### config.mk
export PLATFORM = sky130hd
export DESIGN_NAME = rtc_calendar_core
export DESIGN_NICKNAME = d
export VERILOG_FILES = /design/src/rtl/rtc_calendar_core.sv
export SDC_FILE = /design/constraint.sdc
export NUM_CORES = 1
export LEC_CHECK = 0
export BUFFER_PORTS_ARGS = -buffer_cell sky130_fd_sc_hd__buf_4
export CAP_MARGIN = 10
export CORE_MARGIN = 5
export CORE_UTILIZATION = 56
export CTS_CLUSTER_DIAMETER = 30
export DETAILED_ROUTE_END_ITERATION = 10
export PLACE_DENSITY = 0.8
export SYNTH_ARGS = -nofsm -noshare
export SYNTH_HDL_FRONTEND = slang
export SYNTH_SLANG_ARGS = --single-unit
### constraint.sdc
create_clock -name clock -period 5.1 [get_ports clock]
set_input_delay 0.255 -clock clock [delete_from_list [all_inputs] [get_ports clock]]
set_output_delay 0.255 -clock clock [all_outputs]
set_load 0.03 [all_outputs]
### src/rtl/rtc_calendar_core.sv
// rtc_calendar_core
// Real-time clock / calendar core: seconds prescaler, sec/min/hour/day/month/year
// registers with a single-edge carry chain, leap-year aware day count, field-wise
// set (increment / decrement with wrap, no carry), 12/24 h display and HH:MM alarm.
//
// Ports
//   clock         in   system clock
//   reset         in   asynchronous, active-low
//   i_run         in   1 = timekeeping enabled, 0 = prescaler frozen
//   i_set_field   in   0 none, 1 sec, 2 min, 3 hour, 4 day, 5 month, 6 year, 7 none
//   i_set_inc     in   1-cycle pulse, increment selected field
//   i_set_dec     in   1-cycle pulse, decrement selected field
//   i_mode_12h    in   selects o_hour_disp format
//   i_alarm_en    in   alarm enable
//   i_alarm_hour  in   alarm hour 0..23
//   i_alarm_min   in   alarm minute 0..59
//   o_sec/o_min   out  0..59
//   o_hour        out  0..23 (always 24 h)
//   o_hour_disp   out  1..12 in 12 h mode, else o_hour
//   o_pm          out  hour >= 12
//   o_day         out  1..days_in_month
//   o_month       out  1..12
//   o_year        out  0..YEAR_MAX (offset from 2000)
//   o_sec_tick    out  1-cycle pulse when seconds advance
//   o_alarm_hit   out  1-cycle pulse on alarm match
module rtc_calendar_core #(
   parameter int TICK_DIV = 32768,
   parameter int PRE_W    = 16,
   parameter int YEAR_MAX = 99,
   parameter int YEAR_W   = 7
) (
   input  logic              clock,
   input  logic              reset,
   input  logic              i_run,
   input  logic [2:0]        i_set_field,
   input  logic              i_set_inc,
   input  logic              i_set_dec,
   input  logic              i_mode_12h,
   input  logic              i_alarm_en,
   input  logic [4:0]        i_alarm_hour,
   input  logic [5:0]        i_alarm_min,
   output logic [5:0]        o_sec,
   output logic [5:0]        o_min,
   output logic [4:0]        o_hour,
   output logic [4:0]        o_hour_disp,
   output logic              o_pm,
   output logic [4:0]        o_day,
   output logic [3:0]        o_month,
   output logic [YEAR_W-1:0] o_year,
   output logic              o_sec_tick,
   output logic              o_alarm_hit
);

   localparam logic [PRE_W-1:0]  PRE_LAST = PRE_W'(TICK_DIV - 1);
   localparam logic [YEAR_W-1:0] YR_LAST  = YEAR_W'(YEAR_MAX);

   localparam logic [2:0] F_SEC   = 3'd1;
   localparam logic [2:0] F_MIN   = 3'd2;
   localparam logic [2:0] F_HOUR  = 3'd3;
   localparam logic [2:0] F_DAY   = 3'd4;
   localparam logic [2:0] F_MONTH = 3'd5;
   localparam logic [2:0] F_YEAR  = 3'd6;

   // Years are offsets from 2000, so year%4==0 is a leap year across the whole range.
   function automatic logic [4:0] f_dim(input logic [3:0] month, input logic [YEAR_W-1:0] year);
      logic [4:0] dim;
      case (month)
         4'd4, 4'd6, 4'd9, 4'd11: dim = 5'd30;
         4'd2:                    dim = (year[1:0] == 2'b00) ? 5'd29 : 5'd28;
         default:                 dim = 5'd31;
      endcase
      return dim;
   endfunction

   logic [PRE_W-1:0]  r_pre;
   logic [5:0]        r_sec;
   logic [5:0]        r_min;
   logic [4:0]        r_hour;
   logic [4:0]        r_day;
   logic [3:0]        r_month;
   logic [YEAR_W-1:0] r_year;
   logic              r_sec_tick;
   logic              r_alarm_hit;

   logic              w_set_mode;
   logic              w_inc;
   logic              w_dec;
   logic              w_tick;
   logic              w_alarm;
   logic [4:0]        w_dim_cur;
   logic [4:0]        w_dim_new;
   logic [5:0]        w_sec_n;
   logic [5:0]        w_min_n;
   logic [4:0]        w_hour_n;
   logic [4:0]        w_day_n;
   logic [3:0]        w_month_n;
   logic [YEAR_W-1:0] w_year_n;
   logic [4:0]        w_hour_disp;

   assign w_set_mode = (i_set_field != 3'd0) && (i_set_field != 3'd7);
   assign w_inc      = i_set_inc & ~i_set_dec;
   assign w_dec      = i_set_dec & ~i_set_inc;
   assign w_tick     = ~w_set_mode & i_run & (r_pre == PRE_LAST);
   assign w_dim_cur  = f_dim(r_month, r_year);

   always_comb begin
      w_sec_n   = r_sec;
      w_min_n   = r_min;
      w_hour_n  = r_hour;
      w_day_n   = r_day;
      w_month_n = r_month;
      w_year_n  = r_year;

      if (w_tick) begin
         if (r_sec == 6'd59) begin
            w_sec_n = 6'd0;
            if (r_min == 6'd59) begin
               w_min_n = 6'd0;
               if (r_hour == 5'd23) begin
                  w_hour_n = 5'd0;
                  if (r_day >= w_dim_cur) begin
                     w_day_n = 5'd1;
                     if (r_month == 4'd12) begin
                        w_month_n = 4'd1;
                        w_year_n  = (r_year == YR_LAST) ? '0 : r_year + YEAR_W'(1);
                     end else begin
                        w_month_n = r_month + 4'd1;
                     end
                  end else begin
                     w_day_n = r_day + 5'd1;
                  end
               end else begin
                  w_hour_n = r_hour + 5'd1;
               end
            end else begin
               w_min_n = r_min + 6'd1;
            end
         end else begin
            w_sec_n = r_sec + 6'd1;
         end
      end else if (w_set_mode && (w_inc || w_dec)) begin
         case (i_set_field)
            F_SEC: w_sec_n = w_inc ? ((r_sec == 6'd59) ? 6'd0 : r_sec + 6'd1)
                                   : ((r_sec == 6'd0) ? 6'd59 : r_sec - 6'd1);
            F_MIN: w_min_n = w_inc ? ((r_min == 6'd59) ? 6'd0 : r_min + 6'd1)
                                   : ((r_min == 6'd0) ? 6'd59 : r_min - 6'd1);
            F_HOUR: w_hour_n = w_inc ? ((r_hour == 5'd23) ? 5'd0 : r_hour + 5'd1)
                                     : ((r_hour == 5'd0) ? 5'd23 : r_hour - 5'd1);
            F_DAY: w_day_n = w_inc ? ((r_day >= w_dim_cur) ? 5'd1 : r_day + 5'd1)
                                   : ((r_day <= 5'd1) ? w_dim_cur : r_day - 5'd1);
            F_MONTH: w_month_n = w_inc ? ((r_month == 4'd12) ? 4'd1 : r_month + 4'd1)
                                       : ((r_month == 4'd1) ? 4'd12 : r_month - 4'd1);
            F_YEAR: w_year_n = w_inc ? ((r_year == YR_LAST) ? '0 : r_year + YEAR_W'(1))
                                     : ((r_year == '0) ? YR_LAST : r_year - YEAR_W'(1));
            default: ;
         endcase
      end

      // Day clamp: harmless when month/year are unchanged (day already fits),
      // and a month carry has already forced day to 1.
      w_dim_new = f_dim(w_month_n, w_year_n);
      if (w_day_n > w_dim_new) begin
         w_day_n = w_dim_new;
      end
   end

   assign w_alarm = w_tick && (r_sec == 6'd59) && i_alarm_en &&
                    (w_hour_n == i_alarm_hour) && (w_min_n == i_alarm_min);

   always_ff @(posedge clock or negedge reset) begin
      if (!reset) begin
         r_pre       <= '0;
         r_sec       <= 6'd0;
         r_min       <= 6'd0;
         r_hour      <= 5'd0;
         r_day       <= 5'd1;
         r_month     <= 4'd1;
         r_year      <= '0;
         r_sec_tick  <= 1'b0;
         r_alarm_hit <= 1'b0;
      end else begin
         // Holding the prescaler at 0 in set mode makes the first tick after
         // leaving set mode a full second away.
         if (w_set_mode) begin
            r_pre <= '0;
         end else if (i_run) begin
            r_pre <= (r_pre == PRE_LAST) ? '0 : r_pre + PRE_W'(1);
         end
         r_sec       <= w_sec_n;
         r_min       <= w_min_n;
         r_hour      <= w_hour_n;
         r_day       <= w_day_n;
         r_month     <= w_month_n;
         r_year      <= w_year_n;
         r_sec_tick  <= w_tick;
         r_alarm_hit <= w_alarm;
      end
   end

   always_comb begin
      w_hour_disp = r_hour;
      if (i_mode_12h) begin
         if (r_hour == 5'd0) begin
            w_hour_disp = 5'd12;
         end else if (r_hour > 5'd12) begin
            w_hour_disp = r_hour - 5'd12;
         end
      end
   end

   assign o_sec       = r_sec;
   assign o_min       = r_min;
   assign o_hour      = r_hour;
   assign o_hour_disp = w_hour_disp;
   assign o_pm        = (r_hour >= 5'd12);
   assign o_day       = r_day;
   assign o_month     = r_month;
   assign o_year      = r_year;
   assign o_sec_tick  = r_sec_tick;
   assign o_alarm_hit = r_alarm_hit;

endmodule

==> impl_metrics.sql <==
INSERT INTO impl_metrics (metric_group, metric, value, unit) VALUES
('clocking', 'tritoncts.num_buffers', '5', ''),
('outcome', 'run_status', 'complete, no violations', ''),
('placed_design', 'globalplace.congestion', '1.02', ''),
('placed_design', 'port-buffer-count', '61', ''),
('cells_and_area', 'final_nets', '711', ''),
('setup_path', 'critPathMostFrequentCell', 'sky130_fd_sc_hd__o21ai_0', ''),
('clocking', 'clk_pin_slew', '0.12', 'ns'),
('synthesis', 'synth-xor-area-share', '0.0380', ''),
('setup_path', 'reg2reg_slack', '0.34', 'ns'),
('pwr', 'ir_drop', '0.000253', 'V'),
('drt', 'detailedRoute.firstIterationViolations', '439', ''),
('global_route', 'grt-ovfl-total', '0', ''),
('synthesis', 'synth-edff-count', '0', ''),
('drt', 'via_per_inst', '6.49', ''),
('synthesis', 'synth-adder-area-share', '0.0698', ''),
('die', 'die_width', '103', 'µm'),
('drt', 'dr.pass1.iters', '5', ''),
('flow_run', 'maxCapViolations', '0', ''),
('timing', 'timing_hold_violations_final', '0', ''),
('global_route', 'globalRoute.busiestLayer', 'met2', ''),
('synthesis', 'synth_simple_gate_area_frac', '0.274', ''),
('cells_and_area', 'stdcell_area', '5460', 'µm²'),
('cells_and_area', 'layout_stage_area_growth_over_the_synthesis_result', '12.8', '%'),
('cells_and_area', 'layout.filler_cells', '767', ''),
('die', 'die_height', '103', 'µm'),
('global_route', 'via_count_of_the_first_global_routing_pass', '4627', ''),
('setup_path', 'crit_path_end', 'o_day[1]$_DFF_PN0_', ''),
('setup_path', 'setup.worst_path.class', 'flip-flop to flip-flop', ''),
('global_route', 'groute.layer.met2.usage', '0.429', ''),
('timing', 'tns', '0', 'ns'),
('synthesis', 'syn_area_per_cell', '7.84', 'µm²'),
('setup_path', 'timing.critical_path.slowest_stage_cell', 'sky130_fd_sc_hd__dfstp_2', ''),
('worst_hold_path', 'min_from', 'i_run', ''),
('clocking', 'clock_latency', '0.33', 'ns'),
('global_route', 'grt_use_met1', '0.329', ''),
('timing', 'achievable-frequency', '210', 'MHz'),
('clocking', 'cts.sink_count', '51', ''),
('die', 'fp.dieArea', '10600', 'µm²'),
('drt', 'wl_per_cell', '17.5', 'µm'),
('synthesis', 'synth-main-ff-cell', 'sky130_fd_sc_hd__dfrtp_1', ''),
('drt', 'count_of_unresolved_drc_violations_after_routing', '0', ''),
('timing', 'min_period', '4.76', 'ns'),
('cells_and_area', 'post_route_cells_drive_above_1_share', '0.154', ''),
('die', 'floorplan.initialDensity', '0.566', ''),
('placed_design', 'dpl-instance-area', '5350', 'µm²'),
('timing', 'final_critical_path_setup_slack', '0.337', 'ns'),
('pwr', 'cellLeakagePower', '2.27', 'nW'),
('global_route', 'initial_antenna_violation_count', '0', ''),
('global_route', 'grtUsageMet3', '0.0467', ''),
('synthesis', 'seq_area_frac_synth', '0.264', ''),
('global_route', 'grt_start_max_net_pins', '52', ''),
('synthesis', 'post_synth_mux_area_share', '0.0212', ''),
('die', 'rows', '34', ''),
('clocking', 'clk_path_buf_depth', '2', ''),
('clocking', 'ctsRootBufferMaster', 'sky130_fd_sc_hd__clkbuf_8', ''),
('setup_path', 'worstSetupEndpointType', 'flip-flop', ''),
('drt', 'remaining_antenna_violation_count', '0', ''),
('timing', 'final-setup-viol-count', '0', ''),
('synthesis', 'ys_ff_latch', '51', ''),
('synthesis', 'yosys_warnings', '0', ''),
('timing', 'final-max-slew-violation-count', '0', ''),
('pwr', 'p_sw', '0.00138', 'W'),
('pwr', 'clockPowerShare', '0.099', ''),
('synthesis', 'async_reset_ff_frac', '1.00', ''),
('setup_path', 'r2r-end', 'o_day[1]$_DFF_PN0_', ''),
('pwr', 'pwr-share-comb', '0.596', ''),
('setup_path', 'crit_arrival', '5.02', 'ns'),
('timing', 'clock_skew', '0.0201', 'ns'),
('die', 'pin_count', '62', ''),
('worst_hold_path', 'hold_path.class', 'input pin to flip-flop', ''),
('drt', 'via_count', '5009', '');
synth_stat cells (5+ instances only):
cell,count,area [µm²]
sky130_fd_sc_hd__a211o_1,5,43.8
sky130_fd_sc_hd__a211oi_1,5,37.5
sky130_fd_sc_hd__a21oi_1,36,180
sky130_fd_sc_hd__a221oi_1,8,70.1
sky130_fd_sc_hd__a31oi_1,6,37.5
sky130_fd_sc_hd__and2_1,5,31.3
sky130_fd_sc_hd__and3_1,10,62.6
sky130_fd_sc_hd__clkbuf_1,24,90.1
sky130_fd_sc_hd__dfrtp_1,49,1230
sky130_fd_sc_hd__ha_1,27,338
sky130_fd_sc_hd__inv_1,36,135
sky130_fd_sc_hd__mux2i_1,8,80.1
sky130_fd_sc_hd__nand2_1,57,214
sky130_fd_sc_hd__nand2b_1,7,43.8
sky130_fd_sc_hd__nand3_1,31,155
sky130_fd_sc_hd__nand4_1,6,37.5
sky130_fd_sc_hd__nor2_1,48,180
sky130_fd_sc_hd__nor2b_1,8,50.1
sky130_fd_sc_hd__nor3_1,24,120
sky130_fd_sc_hd__nor4_1,6,37.5
sky130_fd_sc_hd__o211ai_1,7,52.6
sky130_fd_sc_hd__o21a_1,7,52.6
sky130_fd_sc_hd__o21ai_0,49,245
sky130_fd_sc_hd__o311ai_0,5,43.8
sky130_fd_sc_hd__o31a_1,5,43.8
sky130_fd_sc_hd__o31ai_1,10,75.1
sky130_fd_sc_hd__or3_1,12,75.1
sky130_fd_sc_hd__xnor2_1,15,131
sky130_fd_sc_hd__xor2_1,6,52.6
per-stage QoR:
stage          hold slack [ns]   util  instances  total power [W]
3_5_place_dp             0.342  0.626        763          0.00237
5_1_grt                  0.257  0.638        772          0.00285
3_3_place_gp             0.341  0.626        763          0.00231
4_1_cts                  0.255  0.638        772          0.00263
2_1_floorplan          -0.0406      -        617          0.00190
6_report                 0.249  0.638        772          0.00265
critical path, delay by kind of cell, from the launching register on:
family          cells  cell delay, ns
fa+ha+maj           3            0.77
simple gates        6            1.62
flops               1            0.66
buf+inv             1            0.11
mux                 1            0.17
compound gates      7            1.36
state kept, by name, indices dropped and copies added (netlist names):
name and count:
o_min 6, o_day 5, o_sec_tick 1, o_hour 5
o_month 4, o_sec 6, o_alarm_hit 1, r_pre 16
o_year 7
per-layer routing:
metal  up-vias  share of wire  routed length (µm)
li1       2394              -                   -
met1      2397           0.42                5750
met2       197           0.49                6680
met3        21          0.067                 904
met4         0          0.015                 202
met5         -              0                   0
logic make-up (layout without fill, tap and decap cells):
kind of cell             count (synthesis)  after routing
AND/OR/NAND/NOR                        248            248
AO/OA/AOI/OAI                          192            192
buffers and inverters                   68            115
flip-flops                              51             51
adder cells (fa/ha/maj)                 27             27
XOR/XNOR                                21             21
multiplexers                            10             10
final cells by class:
class                      instances  area, µm²  share of cell area
inverter                          37        139              0.0254
tap                              108        135              0.0248
clock inverter                     3       26.3             0.00481
sequential                        51       1280               0.234
clock buffer                       5       68.8              0.0126
timing repair buffer              70        528              0.0967
multi-input combinational        498       3280               0.601
layout by cell type (no fill, tap or decap), drive strengths merged, types with 4 or more instances in the layout:
cell type,synthesis,final
buf,7,69
nand2,57,57
o21ai,49,49
dfrtp,49,49
nor2,48,48
inv,36,38
a21oi,36,36
nand3,31,31
ha,27,27
nor3,25,25
xnor2,15,15
or3,12,12
o31ai,10,10
and3,10,10
a221oi,8,8
nor2b,8,8
mux2i,8,8
nor4,8,8
nand2b,7,7
o21a,7,7
o211ai,7,7
and2,7,7
a211oi,7,7
nand4,6,6
a31oi,6,6
xor2,6,6
a211o,5,5
o31a,5,5
o311ai,5,5
clkbuf,24,5
o41ai,5,5
or2,4,4
o22ai,4,4
or4,4,4
how the worst min path moves through the flow:
stage / end / slack (ns) / depth (start not counted)
after floorplan: o_alarm_hit$_DFF_PN0_ / -0.04 / 0
after global placement: o_day[2]$_DFF_PN0_ / 0.34 / 1
after detailed placement: o_day[3]$_DFF_PN0_ / 0.34 / 1
after CTS: r_pre[2]$_DFFE_PN0P_ / 0.25 / 4
after global routing: o_alarm_hit$_DFF_PN0_ / 0.26 / 3
final: r_pre[2]$_DFFE_PN0P_ / 0.25 / 4
what timing repair did:
action / CTS / global route
endpoints found under the hold margin: 26 / 0
hold buffers: 1 / 0
setup endpoints to repair: 0 / 2
resized for setup: 0 / 2
setup buffers: 0 / 0
power groups by stage:
stage / sequential [W] / combinational [W] / clock, W
floorplan: 0.000870 / 0.00103 / 0
global placement: 0.000797 / 0.00151 / 0
detailed placement: 0.000807 / 0.00156 / 0
global route: 0.000839 / 0.00173 / 0.000280
finish: 0.000808 / 0.00158 / 0.000261
CTS: 0.000799 / 0.00157 / 0.000262
No activity file was read; power rests on OpenSTA's default activity.
